===== src/rtl/device_rx_if.sv =====
// Signal bundle between the receive core and its channel/host side.
// The environment drives through master; the device core uses slave.
interface device_rx_if;
    logic        start;
    logic [15:0] rx_data;
    logic        rx_valid;
    logic        rx_cd;
    logic        p_error;
    logic [15:0] tx_data;
    logic        tx_cd;
    logic        tx_ready;
    logic [4:0]  addr_rd;
    logic [15:0] rd_data;
    logic        busy;
    logic        done;

    modport master (
        output start, rx_data, rx_valid, rx_cd, p_error, addr_rd,
        input  tx_data, tx_cd, tx_ready, rd_data, busy, done
    );

    modport slave (
        input  start, rx_data, rx_valid, rx_cd, p_error, addr_rd,
        output tx_data, tx_cd, tx_ready, rd_data, busy, done
    );
endinterface


===== src/rtl/device_rx.sv =====
// Remote-terminal receive path: accepts a receive command, stores its data
// words in a 32-entry RAM, then answers with a status word after a pause.
module device_rx #(
    parameter logic [4:0] ADDRESS    = 5'd1,
    parameter logic [7:0] PAUSE_TIME = 8'hFF,
    parameter logic [7:0] TIMEOUT    = 8'hFF
) (
    input  logic       clk,
    input  logic       reset,
    device_rx_if.slave bus
);

    typedef enum logic [2:0] {
        IDLE,
        WAIT_DATA,
        PAUSE,
        LOAD_OS,
        SEND_OS,
        END
    } state_t;

    state_t      r_state;
    state_t      w_nextState;
    logic [15:0] r_ram [0:31];
    logic [15:0] r_txData;
    logic [15:0] r_rdData;
    logic [4:0]  r_wordCnt;
    logic [4:0]  r_numWords;
    logic [7:0]  r_timer;
    logic        r_bcast;
    logic        r_err;
    logic        w_accept;
    logic        w_wordWr;
    logic        w_unused;

    assign w_accept = (r_state == IDLE) && bus.start && !bus.rx_data[10] &&
                      ((bus.rx_data[15:11] == ADDRESS) || (bus.rx_data[15:11] == 5'd31));
    assign w_wordWr = (r_state == WAIT_DATA) && bus.rx_valid && !bus.rx_cd;
    assign w_unused = ^bus.rx_data[9:5];

    always_ff @(posedge clk or posedge reset) begin
        if (reset) begin
            r_state <= IDLE;
        end else begin
            r_state <= w_nextState;
        end
    end

    // N=0 encodes 32 words: numWords-1 wraps to 31, matching the counter wrap.
    always_comb begin
        w_nextState = r_state;
        case (r_state)
            IDLE: begin
                if (w_accept) w_nextState = WAIT_DATA;
            end
            WAIT_DATA: begin
                if (bus.rx_valid) begin
                    if (bus.rx_cd) begin
                        w_nextState = IDLE;
                    end else if (r_wordCnt == r_numWords - 5'd1) begin
                        w_nextState = PAUSE;
                    end
                end else if (r_timer == TIMEOUT) begin
                    w_nextState = IDLE;
                end
            end
            PAUSE: begin
                if (r_timer == PAUSE_TIME) w_nextState = r_bcast ? END : LOAD_OS;
            end
            LOAD_OS: w_nextState = SEND_OS;
            SEND_OS: begin
                if (r_timer == 8'd1) w_nextState = END;
            end
            END:     w_nextState = IDLE;
            default: w_nextState = IDLE;
        endcase
    end

    always_comb begin
        bus.busy     = 1'b0;
        bus.done     = 1'b0;
        bus.tx_ready = 1'b0;
        case (r_state)
            WAIT_DATA, PAUSE, LOAD_OS: bus.busy = 1'b1;
            SEND_OS: begin
                bus.busy     = 1'b1;
                bus.tx_ready = 1'b1;
            end
            END: begin
                bus.busy = 1'b1;
                bus.done = 1'b1;
            end
            default: bus.busy = 1'b0;
        endcase
    end

    // One timer serves WAIT_DATA idle time, the pause and the send hold;
    // it restarts on every state change and on every stored word.
    always_ff @(posedge clk or posedge reset) begin
        if (reset) begin
            r_numWords <= 5'd0;
            r_bcast    <= 1'b0;
            r_err      <= 1'b0;
            r_wordCnt  <= 5'd0;
            r_timer    <= 8'd0;
            r_txData   <= 16'd0;
        end else begin
            if (w_accept) begin
                r_numWords <= bus.rx_data[4:0];
                r_bcast    <= (bus.rx_data[15:11] == 5'd31);
                r_err      <= bus.p_error;
                r_wordCnt  <= 5'd0;
            end else if (w_wordWr) begin
                r_err     <= r_err | bus.p_error;
                r_wordCnt <= r_wordCnt + 5'd1;
            end
            if ((r_state != w_nextState) || w_wordWr) begin
                r_timer <= 8'd0;
            end else if (r_state != IDLE) begin
                r_timer <= r_timer + 8'd1;
            end
            if (r_state == LOAD_OS) begin
                r_txData <= {ADDRESS, r_err, 10'd0};
            end
        end
    end

    always_ff @(posedge clk) begin
        if (w_wordWr) begin
            r_ram[r_wordCnt] <= bus.rx_data;
        end
    end

    always_ff @(posedge clk or posedge reset) begin
        if (reset) begin
            r_rdData <= 16'd0;
        end else begin
            r_rdData <= r_ram[bus.addr_rd];
        end
    end

    assign bus.tx_data = r_txData;
    assign bus.tx_cd   = 1'b0;
    assign bus.rd_data = r_rdData;

endmodule


===== src/flat_wrapper.sv =====
// flat-port wrapper written by rule: the top's interface ports become plain ports
module device_rx_flat 
#(
    parameter logic [4:0] ADDRESS    = 5'd1,
    parameter logic [7:0] PAUSE_TIME = 8'hFF,
    parameter logic [7:0] TIMEOUT    = 8'hFF
)
  (clk, reset, bus_start, bus_rx_data, bus_rx_valid, bus_rx_cd, bus_p_error, bus_addr_rd, bus_tx_data, bus_tx_cd, bus_tx_ready, bus_rd_data, bus_busy, bus_done);
  device_rx_if bus_i ();
  input  logic clk;
  input  logic reset;
  input wire logic [$bits(bus_i.start)-1:0] bus_start;
  input wire logic [$bits(bus_i.rx_data)-1:0] bus_rx_data;
  input wire logic [$bits(bus_i.rx_valid)-1:0] bus_rx_valid;
  input wire logic [$bits(bus_i.rx_cd)-1:0] bus_rx_cd;
  input wire logic [$bits(bus_i.p_error)-1:0] bus_p_error;
  input wire logic [$bits(bus_i.addr_rd)-1:0] bus_addr_rd;
  output wire logic [$bits(bus_i.tx_data)-1:0] bus_tx_data;
  output wire logic [$bits(bus_i.tx_cd)-1:0] bus_tx_cd;
  output wire logic [$bits(bus_i.tx_ready)-1:0] bus_tx_ready;
  output wire logic [$bits(bus_i.rd_data)-1:0] bus_rd_data;
  output wire logic [$bits(bus_i.busy)-1:0] bus_busy;
  output wire logic [$bits(bus_i.done)-1:0] bus_done;
  assign bus_i.start = bus_start;
  assign bus_i.rx_data = bus_rx_data;
  assign bus_i.rx_valid = bus_rx_valid;
  assign bus_i.rx_cd = bus_rx_cd;
  assign bus_i.p_error = bus_p_error;
  assign bus_i.addr_rd = bus_addr_rd;
  assign bus_tx_data = bus_i.tx_data;
  assign bus_tx_cd = bus_i.tx_cd;
  assign bus_tx_ready = bus_i.tx_ready;
  assign bus_rd_data = bus_i.rd_data;
  assign bus_busy = bus_i.busy;
  assign bus_done = bus_i.done;
  device_rx #(.ADDRESS(ADDRESS), .PAUSE_TIME(PAUSE_TIME), .TIMEOUT(TIMEOUT)) u_core (.clk(clk), .reset(reset), .bus(bus_i));
endmodule

===== config.mk =====
export PLATFORM = sky130hd
export DESIGN_NAME = device_rx_flat
export DESIGN_NICKNAME = d
export VERILOG_FILES = /design/src/rtl/device_rx_if.sv /design/src/rtl/device_rx.sv /design/src/flat_wrapper.sv
export SDC_FILE = /design/constraint.sdc
export NUM_CORES = 1
export LEC_CHECK = 0
export ABC_AREA = 1
export CAP_MARGIN = 40
export CORE_MARGIN = 5
export CORE_UTILIZATION = 61
export CTS_CLUSTER_SIZE = 40
export DETAILED_ROUTE_END_ITERATION = 12
export PLACE_DENSITY_LB_ADDON = 0.25
export SETUP_SLACK_MARGIN = 0.15
export SLEW_MARGIN = 20
export SYNTH_ARGS = -nofsm -noshare
export SYNTH_HDL_FRONTEND = slang
export SYNTH_SLANG_ARGS = --single-unit
export TNS_END_PERCENT = 20

===== constraint.sdc =====
create_clock -name clk -period 3.71 [get_ports clk]
set_input_delay 0.371 -clock clk [delete_from_list [all_inputs] [get_ports clk]]
set_output_delay 0.371 -clock clk [all_outputs]
set_load 0.01 [all_outputs]

# Word level (Yosys, flattened, before mapping)
# Memory sizes are Yosys's and may differ from the RTL's. A register that Yosys moved wholly into a read port is not among the register bits.
# Cells that the tools add are included.
classes:
  n_addsub: 3
  mul: 0
  div_mod_pow: 0
  order_cmp: 0
  n_eq_ne: 11
  n_shift: 0
  muxes: 20
  n_bitwise: 1
  reduce_logical: 14
ops:
  columns: ["op", "n"]
  rows:
  - ["2-to-1 mux 3 bit", 8]
  - ["2-to-1 mux 8 bit", 2]
  - ["case mux 3 bit (5 select lines)", 1]
  - ["2-to-1 mux 5 bit", 2]
  - ["adder 8 x 1 -> 8 bit (second input constant)", 1]
  - ["equality test 8 x 1 -> 1 bit (second input constant)", 1]
  - ["equality test 8 bit (second input constant)", 1]
  - ["2-to-1 mux 1 bit", 7]
  - ["equality test 3 x 2 -> 1 bit (second input constant)", 2]
  - ["equality test 3 bit (second input constant)", 2]
  - ["adder 5 x 1 -> 5 bit (second input constant)", 1]
  - ["equality test 5 x 1 -> 1 bit (second input constant)", 1]
  - ["equality test 5 bit", 1]
  - ["equality test 5 bit (second input constant)", 1]
  - ["logical AND 1 bit", 5]
  - ["OR reduction 5 bit", 1]
  - ["subtractor 5 x 1 -> 5 bit (second input constant)", 1]
  - ["nonzero test 2 bit", 2]
  - ["equality test 3 x 1 -> 1 bit (second input constant)", 1]
  - ["zero test 3 bit", 1]
  - ["inequality test 3 bit", 1]
  - ["nonzero test 3 bit", 1]
  - ["zero test 1 bit", 2]
  - ["logical OR 1 bit", 2]
  - ["bitwise OR 1 bit", 1]
totals:
  ff_bits: 25
  latch_bits: 0
  ramBits: 512
  rom_bits: 0
  input_bits: 27
  out_inout_bits: 36
  wordCells: 57
  memories: 1
mem_list:
  columns: ["memory", "depth", "word_bits", "rd", "rd_clocked_by_memory_dff", "wr", "line_no", "rtl"]
  rows:
  - ["u_core.r_ram", 32, 16, 1, 1, 1, "device_rx.sv:24", "logic [15:0] r_ram [0:31];"]

# Longest topological paths before layout
# Gate-level depths: netlist of the first run.
logic_depth:
  ltp_word: 9
  mapped_depth: 15

# Least setup slack after synthesis of the first run
# No wires, ideal clock.
synth_path:
  path_kind: "reg2reg"
  start: "register u_core.r_state[0]"
  end: "memory u_core.r_ram[15][0], enable pin"
  t_arrival_ps: 2157
  required_ps: 3301
  slack_ps: 1143
  stages_incl_launch_ff: 7
  path_buffers: 0
  period_less_slack_ps: 2567
  path_cell_list: "dfrtp_1 -> inv_1 -> nor3_1 -> nand3_1 -> nor2_1 -> nand2_1 -> nor3_1"
synth_via:
  elab_chain_len: 5
synth_rtl:
  columns: ["element", "line_no", "rtl"]
  rows:
  - ["start, declared", "device_rx.sv:22", "state_t r_state;"]
  - ["start signal, assigned", "device_rx.sv:45", "r_state <= w_nextState;"]
  - ["equality test 3 x 1 -> 1 bit", "device_rx.sv:38", "assign w_wordWr = (r_state == WAIT_DATA) && bus.rx_valid && !bus.rx_cd;"]
  - ["logical AND 1 bit (2 in a row)", "device_rx.sv:38", null]
  - ["2-to-1 mux 1 bit", "device_rx.sv:129", "if (w_wordWr) begin"]
  - ["2-to-1 mux 1 bit (implied by the code)", "device_rx.sv:130", "r_ram[r_wordCnt] <= bus.rx_data;"]
  - ["end, declared", "device_rx.sv:24", null]
# No other way between the ends.

# Final worst setup path of the first run
layout_path:
  start: "register u_core.r_state[0]"
  end: "memory u_core.r_ram[4][12], enable pin"
# The elaborated chain is that of the path after synthesis.

==> results of run 1 <==
flip-flops by register name (all words and copies together) (netlist names):
register            flops
u_core.r_state          3
u_core.r_ram          512
u_core.bus.rd_data     16
u_core.bus.tx_data      2
u_core.r_wordCnt        5
u_core.r_numWords       5
u_core.r_bcast          1
u_core.r_timer          8
u_core.r_err            1
cell families after synthesis:
logic type,after synthesis,share of synthesized area
AO/OA/AOI/OAI,437,0.1173
XOR/XNOR,6,0.002380
adder cells (fa/ha/maj),7,0.003967
buffers and inverters,161,0.03633
flip-flops,553,0.7428
other,1,0.0001698
AND/OR/NAND/NOR,536,0.09702
Yosys cell counts:
master / count
sky130_fd_sc_hd__edfxtp_1: 512
sky130_fd_sc_hd__nor2_1: 336
sky130_fd_sc_hd__o21ai_0: 280
sky130_fd_sc_hd__nand2_1: 114
sky130_fd_sc_hd__o221ai_1: 94
sky130_fd_sc_hd__nand3_1: 62
sky130_fd_sc_hd__clkbuf_1: 56
sky130_fd_sc_hd__dfrtp_1: 41
sky130_fd_sc_hd__inv_1: 36
sky130_fd_sc_hd__o22ai_1: 34
sky130_fd_sc_hd__buf_2: 32
sky130_fd_sc_hd__o21ai_1: 24
sky130_fd_sc_hd__buf_4: 18
sky130_fd_sc_hd__buf_6: 12
sky130_fd_sc_hd__nor3_1: 9
sky130_fd_sc_hd__ha_1: 7
sky130_fd_sc_hd__xor2_1: 6
sky130_fd_sc_hd__buf_1: 5
sky130_fd_sc_hd__nand4_1: 3
sky130_fd_sc_hd__a21oi_1: 2
sky130_fd_sc_hd__and3_1: 2
sky130_fd_sc_hd__inv_2: 2
sky130_fd_sc_hd__nand2_2: 2
sky130_fd_sc_hd__nand3b_1: 2
sky130_fd_sc_hd__nor2_2: 2
sky130_fd_sc_hd__o21a_1: 2
sky130_fd_sc_hd__or2_2: 2
sky130_fd_sc_hd__a211oi_1: 1
sky130_fd_sc_hd__conb_1: 1
sky130_fd_sc_hd__nor3b_1: 1
sky130_fd_sc_hd__or3_1: 1
through the flow:
stage	hold WS [ns]	worst slack, ns	utilization	power, W
detailed placement	0.4624	1.111	0.6487	0.008109
finish	0.09298	1.287	0.6988	0.01347
floorplan	0.4699	1.143	-	0.007678
CTS	0.08581	1.328	0.6988	0.01350
global placement	0.4537	1.208	0.6481	0.008072
global route	0.1349	1.088	0.6988	0.01386
power by group:
| group | total, W | internal [W] | switching [W] |
|---|---|---|---|
| registers | 0.00697 | 0.00689 | 0.0000781 |
| logic | 0.00103 | 0.000314 | 0.000712 |
| clock network | 0.00548 | 0.00322 | 0.00226 |
| total | 0.0135 | 0.0104 | 0.00305 |
cell usage in the layout (no fill, tap or decap), types with 2 or more instances in the layout:
master and n:
sky130_fd_sc_hd__edfxtp_1 512, sky130_fd_sc_hd__nor2_1 332, sky130_fd_sc_hd__o21ai_0 280, sky130_fd_sc_hd__nand2_1 114, sky130_fd_sc_hd__o221ai_1 94, sky130_fd_sc_hd__buf_4 67, sky130_fd_sc_hd__nand3_1 62, sky130_fd_sc_hd__clkbuf_16 55
sky130_fd_sc_hd__clkdlybuf4s50_1 43, sky130_fd_sc_hd__dfrtp_1 41, sky130_fd_sc_hd__inv_1 34, sky130_fd_sc_hd__o22ai_1 34, sky130_fd_sc_hd__o21ai_1 24, sky130_fd_sc_hd__conb_1 15, sky130_fd_sc_hd__clkinv_2 12, sky130_fd_sc_hd__clkbuf_1 10
sky130_fd_sc_hd__clkbuf_8 8, sky130_fd_sc_hd__nor3_1 7, sky130_fd_sc_hd__ha_1 7, sky130_fd_sc_hd__nor2_2 6, sky130_fd_sc_hd__xor2_1 6, sky130_fd_sc_hd__clkinv_1 6, sky130_fd_sc_hd__bufinv_16 5, sky130_fd_sc_hd__buf_12 5
sky130_fd_sc_hd__nand4_1 3, sky130_fd_sc_hd__inv_6 3, sky130_fd_sc_hd__o21a_1 2, sky130_fd_sc_hd__nor3_2 2, sky130_fd_sc_hd__inv_2 2, sky130_fd_sc_hd__or2_2 2, sky130_fd_sc_hd__a21oi_1 2, sky130_fd_sc_hd__nand3b_1 2
sky130_fd_sc_hd__nand2_2 2, sky130_fd_sc_hd__and3_1 2, sky130_fd_sc_hd__buf_2 2
area by class of cell:
cell class | count | area (um2)
flip-flops and latches | 553 | 16400
fillers | 2323 | 10740
multi-input cells | 1001 | 4949
clock buffers | 73 | 1524
repair buffers | 118 | 1055
well taps | 461 | 576.8
clock inverters | 26 | 261.5
inverters | 38 | 148.9
worst paths after layout:
path / end / slack, ns / depth (start not counted)
setup / recovery: u_core.r_ram[4][12] / 1.29 / 7
hold / removal: u_core.r_timer[6] / 0.09 / 2
setup reg to reg: u_core.r_ram[4][12] / 1.29 / 7
hold reg to reg: u_core.bus.tx_data[11] / 0.47 / 1
max in group asynchronous: u_core.bus.rd_data[6] / 3.08 / 3
min in group clk: u_core.r_numWords[1] / 0.42 / 3
routing by layer:
layer  track usage  share of wire  up-vias  routed length (um)
met5             0              0        -                   0
met4       0.09562          0.032        0                1819
met3       0.05741           0.12      119                6639
met2        0.4239           0.46      978               26150
met1        0.4041           0.39     7169               21790
li1              -              -     6383                   -
==> impl_metrics.xml, run 1 <==
<?xml version="1.0" encoding="UTF-8"?>
<metrics>
  <group name="synthesis">
    <metric name="yosys_register_bits" unit="">553</metric>
    <metric name="synth.distinct_cells" unit="">31</metric>
    <metric name="synthesis.instances" unit="">1701</metric>
    <metric name="synth_top_area_cell" unit="">sky130_fd_sc_hd__edfxtp_1</metric>
    <metric name="synth_top_cell_area_share" unit="">0.6964</metric>
    <metric name="synth.top_cells.by_area" unit="">sky130_fd_sc_hd__edfxtp_1, sky130_fd_sc_hd__o21ai_0, sky130_fd_sc_hd__nor2_1</metric>
    <metric name="yosysWarningCount" unit="">0</metric>
    <metric name="syn-mean-instance-area" unit="um2">12.98</metric>
    <metric name="yosysSeqAreaShare" unit="">0.7428</metric>
    <metric name="syn_area" unit="um2">22080</metric>
  </group>
  <group name="route">
    <metric name="detailed_route_via_count" unit="">14650</metric>
    <metric name="routed_wl" unit="um">56400</metric>
    <metric name="firstDrtPassIters" unit="">6</metric>
    <metric name="antenna_violating_nets_post_route" unit="">0</metric>
    <metric name="wl_per_cell" unit="um">24.84</metric>
    <metric name="post_drt_via_cell_ratio" unit="">6.453</metric>
    <metric name="drt-initial-drc-count" unit="">2141</metric>
    <metric name="remaining_drc_errors" unit="">0</metric>
  </group>
  <group name="placed_design">
    <metric name="dp_hpwl" unit="um">31870</metric>
    <metric name="dp.cells" unit="">2171</metric>
    <metric name="dpl-instance-area" unit="um2">23130</metric>
    <metric name="io_buffer_count" unit="">47</metric>
    <metric name="globalplace.congestion" unit="">0.8604</metric>
  </group>
  <group name="critical_path">
    <metric name="critPathCaptureType" unit="">register</metric>
    <metric name="worst-path-max-fanout" unit="">16</metric>
    <metric name="critPathRequiredTime" unit="ns">3.98</metric>
    <metric name="worst_path_largest_cell_delay" unit="ns">0.44</metric>
    <metric name="critPathKind" unit="">register to register</metric>
    <metric name="cpLargestDelayFamily" unit="">simple AND/OR/NAND/NOR gates</metric>
    <metric name="start_kind" unit="">register</metric>
    <metric name="timing.critical_path.mode_cell" unit="">sky130_fd_sc_hd__inv_1</metric>
    <metric name="cp_cell_sequence" unit="">inv_1 -&gt; nor3_1 -&gt; nand3_1 -&gt; inv_1 -&gt; nand2_1 -&gt; nor2_1 -&gt; buf_4</metric>
    <metric name="crit_path_start" unit="">u_core.r_state[0]</metric>
    <metric name="cp_slowest_cell" unit="">sky130_fd_sc_hd__dfrtp_1</metric>
    <metric name="worst_ep_arrival_time" unit="ns">2.69</metric>
    <metric name="critical_path.n_buffers_inverters" unit="">3</metric>
    <metric name="rr_startpoint" unit="">u_core.r_state[0]</metric>
  </group>
  <group name="die">
    <metric name="chip_height" unit="um">200.3</metric>
    <metric name="die-area" unit="um2">40100</metric>
    <metric name="ioPinCount" unit="">63</metric>
    <metric name="initial_utilization" unit="">0.6192</metric>
    <metric name="dieWidth" unit="um">200.3</metric>
    <metric name="floorplan.core_area" unit="um2">35660</metric>
    <metric name="placementRows" unit="">69</metric>
  </group>
  <group name="clock_network">
    <metric name="cts_tree" unit="">yes</metric>
    <metric name="clock_sink_count" unit="">553</metric>
    <metric name="cts_max_level" unit="">2</metric>
    <metric name="clockBufferDepth" unit="">3</metric>
    <metric name="quantity_of_gates_resized_following_cts" unit="">0</metric>
    <metric name="postCtsSetupRepairBufs" unit="">0</metric>
    <metric name="cts.hold.buffers_added" unit="">0</metric>
    <metric name="insertion_delay" unit="ns">0.60</metric>
    <metric name="cts_buffers" unit="">54</metric>
    <metric name="clock_transition_at_path_regs" unit="ns">0.06</metric>
    <metric name="cts_root_buf" unit="">sky130_fd_sc_hd__clkbuf_16</metric>
  </group>
  <group name="grt">
    <metric name="first_pass_grt_wire_length" unit="um">85060</metric>
    <metric name="global_route_usage_over_all_layers" unit="">0.2767</metric>
    <metric name="antenna_found_initial" unit="">0</metric>
    <metric name="total_grt_overflow" unit="">0</metric>
    <metric name="maximum_number_of_pins_on_one_net_before_global_route_repair" unit="">129</metric>
    <metric name="first_global_vias" unit="">14150</metric>
  </group>
  <group name="final_layout">
    <metric name="final_layout_size_suffix_gt1_frac" unit="">0.09619</metric>
    <metric name="final_nets" unit="">1800</metric>
    <metric name="postLayoutCellArea" unit="um2">24920</metric>
    <metric name="antenna-diode-count" unit="">0</metric>
    <metric name="layoutNonFillerInstCount" unit="">2270</metric>
    <metric name="layout-area-overhead-vs-synth" unit="%">12.85</metric>
  </group>
  <group name="timing">
    <metric name="timing.slew.headroom" unit="">0.4753</metric>
    <metric name="max_freq" unit="GHz">0.4127</metric>
    <metric name="total_negative_slack" unit="ns">0</metric>
    <metric name="final-setup-viol-count" unit="">0</metric>
    <metric name="finalCritPeriodShare" unit="">0.6531</metric>
    <metric name="slew_limit_fails" unit="">0</metric>
    <metric name="timing_hold_violations_final" unit="">0</metric>
    <metric name="rsz0062_at_grt" unit="">false</metric>
    <metric name="timing_worst_slew_pin_value" unit="ns">0.7871</metric>
    <metric name="finClkSkew" unit="ns">0.01832</metric>
    <metric name="crit_path_time_final" unit="ns">2.423</metric>
  </group>
  <group name="power">
    <metric name="power_density" unit="nW/um2">540.7</metric>
    <metric name="ir_worst_vdd" unit="mV">0.4030</metric>
    <metric name="power.leakage" unit="nW">8.414</metric>
  </group>
  <group name="run_status">
    <metric name="status" unit="">finished clean</metric>
  </group>
  <group name="min_path">
    <metric name="hold_path.class" unit="">input port to asynchronous set/reset pin</metric>
  </group>
  <group name="job">
    <metric name="drv_cap" unit="">0</metric>
  </group>
</metrics>
Note: power is estimated with default switching activity, not from simulation.
==> run 2, diff against run 1 <==
--- a/config.mk
+++ b/config.mk
@@ -8,7 +8,7 @@
 export ABC_AREA = 1
 export CAP_MARGIN = 40
 export CORE_MARGIN = 5
-export CORE_UTILIZATION = 61
+export CORE_UTILIZATION = 55
 export CTS_CLUSTER_SIZE = 40
 export DETAILED_ROUTE_END_ITERATION = 12
 export PLACE_DENSITY_LB_ADDON = 0.25
==> constraint.sdc (replaced) <==
create_clock -name clk -period 2 [get_ports clk]
set_input_delay 0.2 -clock clk [delete_from_list [all_inputs] [get_ports clk]]
set_output_delay 0.2 -clock clk [all_outputs]
set_load 0.01 [all_outputs]
==> run 2 against run 1 <==
Effect of this change: fmax grew 29%; cell area increased by 6.2%; non-clock buffer count increased by 53; sequential power up 85%; routed wire length increased by 2.4%; register-to-register slack worse by 1.2 ns; power rose by 90%; critical path type unchanged; largest power group unchanged.
==> impl_metrics.xml, run 2 (synthesis results as in run 1) <==
<?xml version="1.0" encoding="UTF-8"?>
<metrics>
  <group name="critical_path">
    <metric name="worst-path-max-fanout" unit="">16</metric>
    <metric name="critPathRequiredTime" unit="ns">2.30</metric>
    <metric name="worst_path_largest_cell_delay" unit="ns">0.38</metric>
    <metric name="start_kind" unit="">register</metric>
    <metric name="rr_startpoint" unit="">u_core.r_state[0]</metric>
    <metric name="critPathCaptureType" unit="">register</metric>
    <metric name="cp_cell_sequence" unit="">inv_1 -&gt; nor3_4 -&gt; nand3_4 -&gt; nor2_4 -&gt; inv_1 -&gt; buf_12 -&gt; nor2_2 -&gt; buf_12</metric>
    <metric name="worst_ep_arrival_time" unit="ns">2.18</metric>
    <metric name="crit_path_start" unit="">u_core.r_state[0]</metric>
    <metric name="critPathKind" unit="">register to register</metric>
    <metric name="cp_slowest_cell" unit="">sky130_fd_sc_hd__dfrtp_1</metric>
  </group>
  <group name="final_layout">
    <metric name="final_common_cell" unit="">sky130_fd_sc_hd__edfxtp_1</metric>
    <metric name="largest_reg_flops" unit="">512</metric>
    <metric name="final_layout_size_suffix_gt1_frac" unit="">0.1501</metric>
    <metric name="layoutNonFillerInstCount" unit="">2390</metric>
    <metric name="register_ranked_first_by_flip_flop_count" unit="">u_core.r_ram</metric>
    <metric name="antenna-diode-count" unit="">0</metric>
    <metric name="most-common-layout-cells" unit="">sky130_fd_sc_hd__edfxtp_1, sky130_fd_sc_hd__nor2_1, sky130_fd_sc_hd__o21ai_0, sky130_fd_sc_hd__nand2_1, sky130_fd_sc_hd__o221ai_1</metric>
    <metric name="final_nets" unit="">1854</metric>
    <metric name="layout-area-overhead-vs-synth" unit="%">19.83</metric>
  </group>
  <group name="timing">
    <metric name="rsz0062_at_grt" unit="">true</metric>
    <metric name="timing_hold_violations_final" unit="">0</metric>
    <metric name="final-setup-viol-count" unit="">0</metric>
    <metric name="finClkSkew" unit="ns">0.02422</metric>
    <metric name="finalCritPeriodShare" unit="">0.9397</metric>
    <metric name="max_freq" unit="GHz">0.5321</metric>
    <metric name="crit_path_time_final" unit="ns">1.879</metric>
    <metric name="total_negative_slack" unit="ns">0</metric>
    <metric name="timing_worst_slew_pin_value" unit="ns">0.5997</metric>
    <metric name="slew_limit_fails" unit="">0</metric>
    <metric name="post-route-worst-setup-slack" unit="ns">0.1207</metric>
    <metric name="timing.slew.headroom" unit="">0.5998</metric>
  </group>
  <group name="route">
    <metric name="wl_per_cell" unit="um">24.17</metric>
    <metric name="routed_wl" unit="um">57770</metric>
    <metric name="drt-initial-drc-count" unit="">1893</metric>
    <metric name="remaining_drc_errors" unit="">0</metric>
    <metric name="antenna_violating_nets_post_route" unit="">0</metric>
    <metric name="detailed_route_via_count" unit="">14710</metric>
    <metric name="post_drt_via_cell_ratio" unit="">6.155</metric>
    <metric name="firstDrtPassIters" unit="">5</metric>
  </group>
  <group name="die">
    <metric name="floorplan.core_area" unit="um2">39730</metric>
    <metric name="die-area" unit="um2">44250</metric>
    <metric name="dieWidth" unit="um">210.4</metric>
    <metric name="ioPinCount" unit="">63</metric>
    <metric name="initial_utilization" unit="">0.5557</metric>
    <metric name="placementRows" unit="">73</metric>
    <metric name="chip_height" unit="um">210.4</metric>
  </group>
  <group name="clock_network">
    <metric name="insertion_delay" unit="ns">0.61</metric>
    <metric name="cts_buffers" unit="">55</metric>
    <metric name="cts_max_level" unit="">2</metric>
    <metric name="clock_transition_at_path_regs" unit="ns">0.06</metric>
    <metric name="clock_sink_count" unit="">553</metric>
    <metric name="cts_tree" unit="">yes</metric>
    <metric name="clockBufferDepth" unit="">3</metric>
    <metric name="cts_root_buf" unit="">sky130_fd_sc_hd__clkbuf_16</metric>
  </group>
  <group name="power">
    <metric name="power.leakage" unit="nW">8.865</metric>
    <metric name="p_switching" unit="W">0.005962</metric>
    <metric name="internal-power" unit="W">0.01963</metric>
    <metric name="power_density" unit="nW/um2">967.2</metric>
    <metric name="ir_worst_vdd" unit="mV">0.7139</metric>
    <metric name="pwr-share-seq" unit="">0.504</metric>
    <metric name="power.combinational.fraction" unit="">0.093</metric>
    <metric name="p_clk_frac" unit="">0.403</metric>
    <metric name="power_switching_share" unit="">0.2330</metric>
  </group>
  <group name="min_path">
    <metric name="hp-start" unit="">bus_p_error</metric>
    <metric name="hold_path.class" unit="">input port to register</metric>
  </group>
  <group name="grt">
    <metric name="antenna_found_initial" unit="">1</metric>
    <metric name="maximum_number_of_pins_on_one_net_before_global_route_repair" unit="">86</metric>
    <metric name="global_route_usage_over_all_layers" unit="">0.2583</metric>
    <metric name="total_grt_overflow" unit="">0</metric>
    <metric name="first_pass_grt_wire_length" unit="um">86460</metric>
    <metric name="first_global_vias" unit="">14230</metric>
  </group>
  <group name="placed_design">
    <metric name="pre_cts_ws" unit="ns">0.08964</metric>
    <metric name="io_buffer_count" unit="">47</metric>
    <metric name="globalplace.congestion" unit="">0.9553</metric>
    <metric name="dp_hpwl" unit="um">35230</metric>
    <metric name="dp.cells" unit="">2279</metric>
  </group>
  <group name="job">
    <metric name="drv_cap" unit="">0</metric>
  </group>
  <group name="run_status">
    <metric name="status" unit="">finished clean</metric>
  </group>
</metrics>
## run 2: final timing paths
path	endpoint	slack, ns	cells after the start
max	u_core.r_ram[11][1]	0.12	8
min	u_core.r_err	0.20	3
max reg2reg	u_core.r_ram[11][1]	0.12	8
min reg2reg	u_core.bus.tx_data[11]	0.48	1
max in group asynchronous	u_core.bus.rd_data[4]	1.23	4
min in group asynchronous	u_core.r_numWords[2]	0.52	4
## run 2: per-stage QoR
| stage | area (um2) | utilization | hold WS [ns] | power, W |
|---|---|---|---|---|
| 2_1_floorplan | 22400 | - | 0.2989 | 0.01434 |
| 3_3_place_gp | 24420 | 0.6145 | 0.4559 | 0.01527 |
| 3_5_place_dp | 24420 | 0.6145 | 0.4594 | 0.01532 |
| 4_1_cts | 26250 | 0.6607 | 0.1872 | 0.02552 |
| 5_1_grt | 26460 | 0.6659 | 0.2737 | 0.02638 |
| 6_report | 26460 | 0.6659 | 0.1965 | 0.02559 |
## run 2: metal layers
layer | vias up | global-route usage | part of all wire
met5 | - | 0 | 0
met4 | 0 | 0.09878 | 0.036
met1 | 7284 | 0.3665 | 0.39
met3 | 112 | 0.03840 | 0.089
met2 | 811 | 0.4119 | 0.48
li1 | 6503 | - | -
## run 2: critical path: cells and delay by family (launching register included)
family | cells | cell delay (ns)
buffers and inverters | 4 | 0.54
and+or+nand+nor | 4 | 0.63
DFF | 1 | 0.38
## run 2: power groups by stage
stage | logic, W | registers (W) | clock network (W)
global route | 0.00259 | 0.0129 | 0.0109
global placement | 0.00214 | 0.0131 | 0
CTS | 0.00220 | 0.0129 | 0.0104
detailed placement | 0.00218 | 0.0131 | 0
finish | 0.00237 | 0.0129 | 0.0103
floorplan | 0.00119 | 0.0131 | 0
## run 2: repair_timing
| action | CTS | global route |
|---|---|---|
| resized for setup | 12 | 36 |
| buffers inserted | 0 | 8 |
| endpoints found under the setup margin | 430 | 515 |
| hold endpoints to repair | 41 | 0 |
| cloned | 0 | 0 |
| pin swaps | 1 | 10 |
| hold buffers | 1 | 0 |
## run 2: area by class of cell
class,count,area [um2]
inverters,38,153.9
repair buffers,171,2087
clock inverters,26,259.0
fillers,2749,13280
well taps,525,656.9
flip-flops and latches,553,16400
clock buffers,76,1548
multi-input cells,1001,5349
==> run 3, diff against run 2 <==
--- a/config.mk
+++ b/config.mk
@@ -8,10 +8,9 @@
 export ABC_AREA = 1
 export CAP_MARGIN = 40
 export CORE_MARGIN = 5
-export CORE_UTILIZATION = 55
+export CORE_UTILIZATION = 30
 export CTS_CLUSTER_SIZE = 40
 export DETAILED_ROUTE_END_ITERATION = 12
-export PLACE_DENSITY_LB_ADDON = 0.25
 export SETUP_SLACK_MARGIN = 0.15
 export SLEW_MARGIN = 20
 export SYNTH_ARGS = -nofsm -noshare
==> run 3 against run 2 <==
Effect of this change: routed wire length is 5.1% higher; fmax is 1.2% lower; combinational power is 3% higher.
==> impl_metrics.xml, run 3 (synthesis results as in run 1) <==
<?xml version="1.0" encoding="UTF-8"?>
<metrics>
  <group name="die">
    <metric name="chip_height" unit="um">281.3</metric>
    <metric name="placementRows" unit="">99</metric>
    <metric name="floorplan.core_area" unit="um2">72960</metric>
    <metric name="dieWidth" unit="um">281.3</metric>
    <metric name="initial_utilization" unit="">0.3026</metric>
    <metric name="die-area" unit="um2">79120</metric>
    <metric name="ioPinCount" unit="">63</metric>
  </group>
  <group name="grt">
    <metric name="first_pass_grt_wire_length" unit="um">90820</metric>
    <metric name="antenna_found_initial" unit="">2</metric>
    <metric name="first_global_vias" unit="">14530</metric>
    <metric name="total_grt_overflow" unit="">0</metric>
    <metric name="global_route_usage_over_all_layers" unit="">0.1497</metric>
    <metric name="maximum_number_of_pins_on_one_net_before_global_route_repair" unit="">73</metric>
  </group>
  <group name="timing">
    <metric name="finalCritPeriodShare" unit="">0.9513</metric>
    <metric name="max_freq" unit="GHz">0.5256</metric>
    <metric name="timing_hold_violations_final" unit="">0</metric>
    <metric name="finClkSkew" unit="ns">0.02784</metric>
    <metric name="crit_path_time_final" unit="ns">1.903</metric>
    <metric name="timing_worst_slew_pin_value" unit="ns">0.6134</metric>
    <metric name="post-route-worst-setup-slack" unit="ns">0.09732</metric>
    <metric name="final-setup-viol-count" unit="">0</metric>
    <metric name="timing.slew.headroom" unit="">0.5911</metric>
    <metric name="finalHoldWorstSlack" unit="ns">0.06270</metric>
    <metric name="slew_limit_fails" unit="">0</metric>
    <metric name="rsz0062_at_grt" unit="">true</metric>
  </group>
  <group name="route">
    <metric name="antenna_violating_nets_post_route" unit="">0</metric>
    <metric name="routed_wl" unit="um">60710</metric>
    <metric name="remaining_drc_errors" unit="">0</metric>
    <metric name="drt-initial-drc-count" unit="">1333</metric>
    <metric name="firstDrtPassIters" unit="">5</metric>
    <metric name="post_drt_via_cell_ratio" unit="">5.178</metric>
    <metric name="wl_per_cell" unit="um">21.38</metric>
    <metric name="detailed_route_via_count" unit="">14700</metric>
  </group>
  <group name="placed_design">
    <metric name="globalplace.congestion" unit="">0.8590</metric>
    <metric name="pre_cts_ws" unit="ns">-0.001427</metric>
    <metric name="dp.cells" unit="">2725</metric>
    <metric name="dp_hpwl" unit="um">38120</metric>
    <metric name="io_buffer_count" unit="">47</metric>
  </group>
  <group name="critical_path">
    <metric name="cp_cell_sequence" unit="">nor3_4 -&gt; nand3_4 -&gt; nor2_4 -&gt; clkinvlp_4 -&gt; buf_12 -&gt; nor2_4 -&gt; clkbuf_16</metric>
    <metric name="critPathKind" unit="">register to register</metric>
    <metric name="cpLargestDelayFamily" unit="">simple AND/OR/NAND/NOR gates</metric>
    <metric name="cp_slowest_cell" unit="">sky130_fd_sc_hd__dfrtp_2</metric>
    <metric name="worst_ep_arrival_time" unit="ns">2.25</metric>
    <metric name="critPathCaptureType" unit="">register</metric>
    <metric name="timing.critical_path.mode_cell" unit="">sky130_fd_sc_hd__nor2_4</metric>
    <metric name="critPathRequiredTime" unit="ns">2.34</metric>
    <metric name="start_kind" unit="">register</metric>
    <metric name="worst_path_largest_cell_delay" unit="ns">0.44</metric>
    <metric name="worst-path-max-fanout" unit="">8</metric>
    <metric name="critical_path.n_buffers_inverters" unit="">3</metric>
  </group>
  <group name="final_layout">
    <metric name="most-common-layout-cells" unit="">sky130_fd_sc_hd__edfxtp_1, sky130_fd_sc_hd__nor2_1, sky130_fd_sc_hd__o21ai_0, sky130_fd_sc_hd__nand2_1, sky130_fd_sc_hd__o221ai_1</metric>
    <metric name="layout-area-overhead-vs-synth" unit="%">23.24</metric>
    <metric name="antenna-diode-count" unit="">0</metric>
    <metric name="largest_reg_flops" unit="">512</metric>
    <metric name="final_layout_size_suffix_gt1_frac" unit="">0.1596</metric>
    <metric name="layoutNonFillerInstCount" unit="">2839</metric>
    <metric name="final_nets" unit="">1868</metric>
    <metric name="register_ranked_first_by_flip_flop_count" unit="">u_core.r_ram</metric>
    <metric name="final_common_cell" unit="">sky130_fd_sc_hd__edfxtp_1</metric>
    <metric name="final_core_util" unit="">0.3729</metric>
  </group>
  <group name="power">
    <metric name="power_density" unit="nW/um2">960.0</metric>
    <metric name="pwr-share-seq" unit="">0.494</metric>
    <metric name="p_clk_frac" unit="">0.413</metric>
    <metric name="p_switching" unit="W">0.006139</metric>
    <metric name="power.leakage" unit="nW">8.978</metric>
    <metric name="internal-power" unit="W">0.01998</metric>
    <metric name="power_switching_share" unit="">0.2350</metric>
    <metric name="power.combinational.fraction" unit="">0.093</metric>
    <metric name="ir_worst_vdd" unit="mV">0.7845</metric>
  </group>
  <group name="min_path">
    <metric name="hold_path.class" unit="">input port to asynchronous set/reset pin</metric>
  </group>
  <group name="clock_network">
    <metric name="cts_root_buf" unit="">sky130_fd_sc_hd__clkbuf_16</metric>
    <metric name="cts_tree" unit="">yes</metric>
    <metric name="cts_buffers" unit="">56</metric>
    <metric name="insertion_delay" unit="ns">0.63</metric>
    <metric name="clockBufferDepth" unit="">3</metric>
    <metric name="clock_sink_count" unit="">553</metric>
    <metric name="cts_max_level" unit="">2</metric>
    <metric name="clock_transition_at_path_regs" unit="ns">0.06</metric>
  </group>
  <group name="run_status">
    <metric name="status" unit="">finished clean</metric>
  </group>
  <group name="job">
    <metric name="drv_cap" unit="">0</metric>
  </group>
</metrics>
-- run 3: cell count changes in the layout (fill, tap and decap cells not counted), sizes merged --
cell / before / now
inv: 39 / 38
clkbuf: 76 / 79
clkdlybuf4s15: 2 / 0
bufinv: 5 / 8
dlygate4sd3: 1 / 0
buf: 126 / 139
-- run 3: worst min-delay path, delay by kind of cell --
family	cells	cell delay, ns
buffers and inverters	3	0.94
-- run 3: path summary, 6_finish.rpt --
path	startpoint	to	slack (ns)	cells past startpoint
setup / recovery	u_core.r_state[1]	u_core.r_ram[3][10]	0.1	7
hold / removal	reset	u_core.r_timer[7]	0.06	3
setup reg to reg	u_core.r_state[1]	u_core.r_ram[3][10]	0.1	7
hold reg to reg	u_core.bus.tx_data[11]	u_core.bus.tx_data[11]	0.48	1
max in group asynchronous	reset	u_core.r_wordCnt[4]	1.49	3
min in group clk	bus_p_error	u_core.r_err	0.28	3
-- run 3: metal layers --
metal | wire (um) | track usage | vias to the layer above
li1 | - | - | 6552
met1 | 26720 | 0.2159 | 7351
met2 | 27560 | 0.2337 | 698
met3 | 4999 | 0.02858 | 97
met4 | 1410 | 0.04023 | 2
met5 | 13 | 0 | -
-- run 3: repair_timing --
item | in CTS | in global routing
setup buffers | 1 | 8
setup endpoints to repair | 489 | 508
hold buffers | 0 | 0
cloned | 0 | 1
endpoints found under the hold margin | 0 | 0
gates resized for setup | 10 | 40
pin swaps | 1 | 9
-- run 3: power groups by stage --
stage | Sequential, W | Clock [W] | Combinational (W)
6_report | 0.0129 | 0.0108 | 0.00243
5_1_grt | 0.0129 | 0.0114 | 0.00265
4_1_cts | 0.0129 | 0.0110 | 0.00228
3_5_place_dp | 0.0132 | 0 | 0.00224
3_3_place_gp | 0.0131 | 0 | 0.00220
2_1_floorplan | 0.0131 | 0 | 0.00119
-- run 3: layout make-up --
class	count	area, um2
fillers	6768	45750
flip-flops and latches	553	16400
multi-input cells	1001	5340
repair buffers	184	2216
clock buffers	76	1518
well taps	959	1200
clock inverters	28	374.1
inverters	38	157.7
-- run 3: stage by stage --
| step | cell area (um2) | TNS (ns) | total power (W) |
|---|---|---|---|
| global route | 27210 | 0 | 0.02702 |
| global placement | 25060 | 0 | 0.01535 |
| detailed placement | 25060 | -0.01309 | 0.01540 |
| floorplan | 22400 | 0 | 0.01434 |
| CTS | 27000 | 0 | 0.02617 |
| finish | 27210 | 0 | 0.02612 |
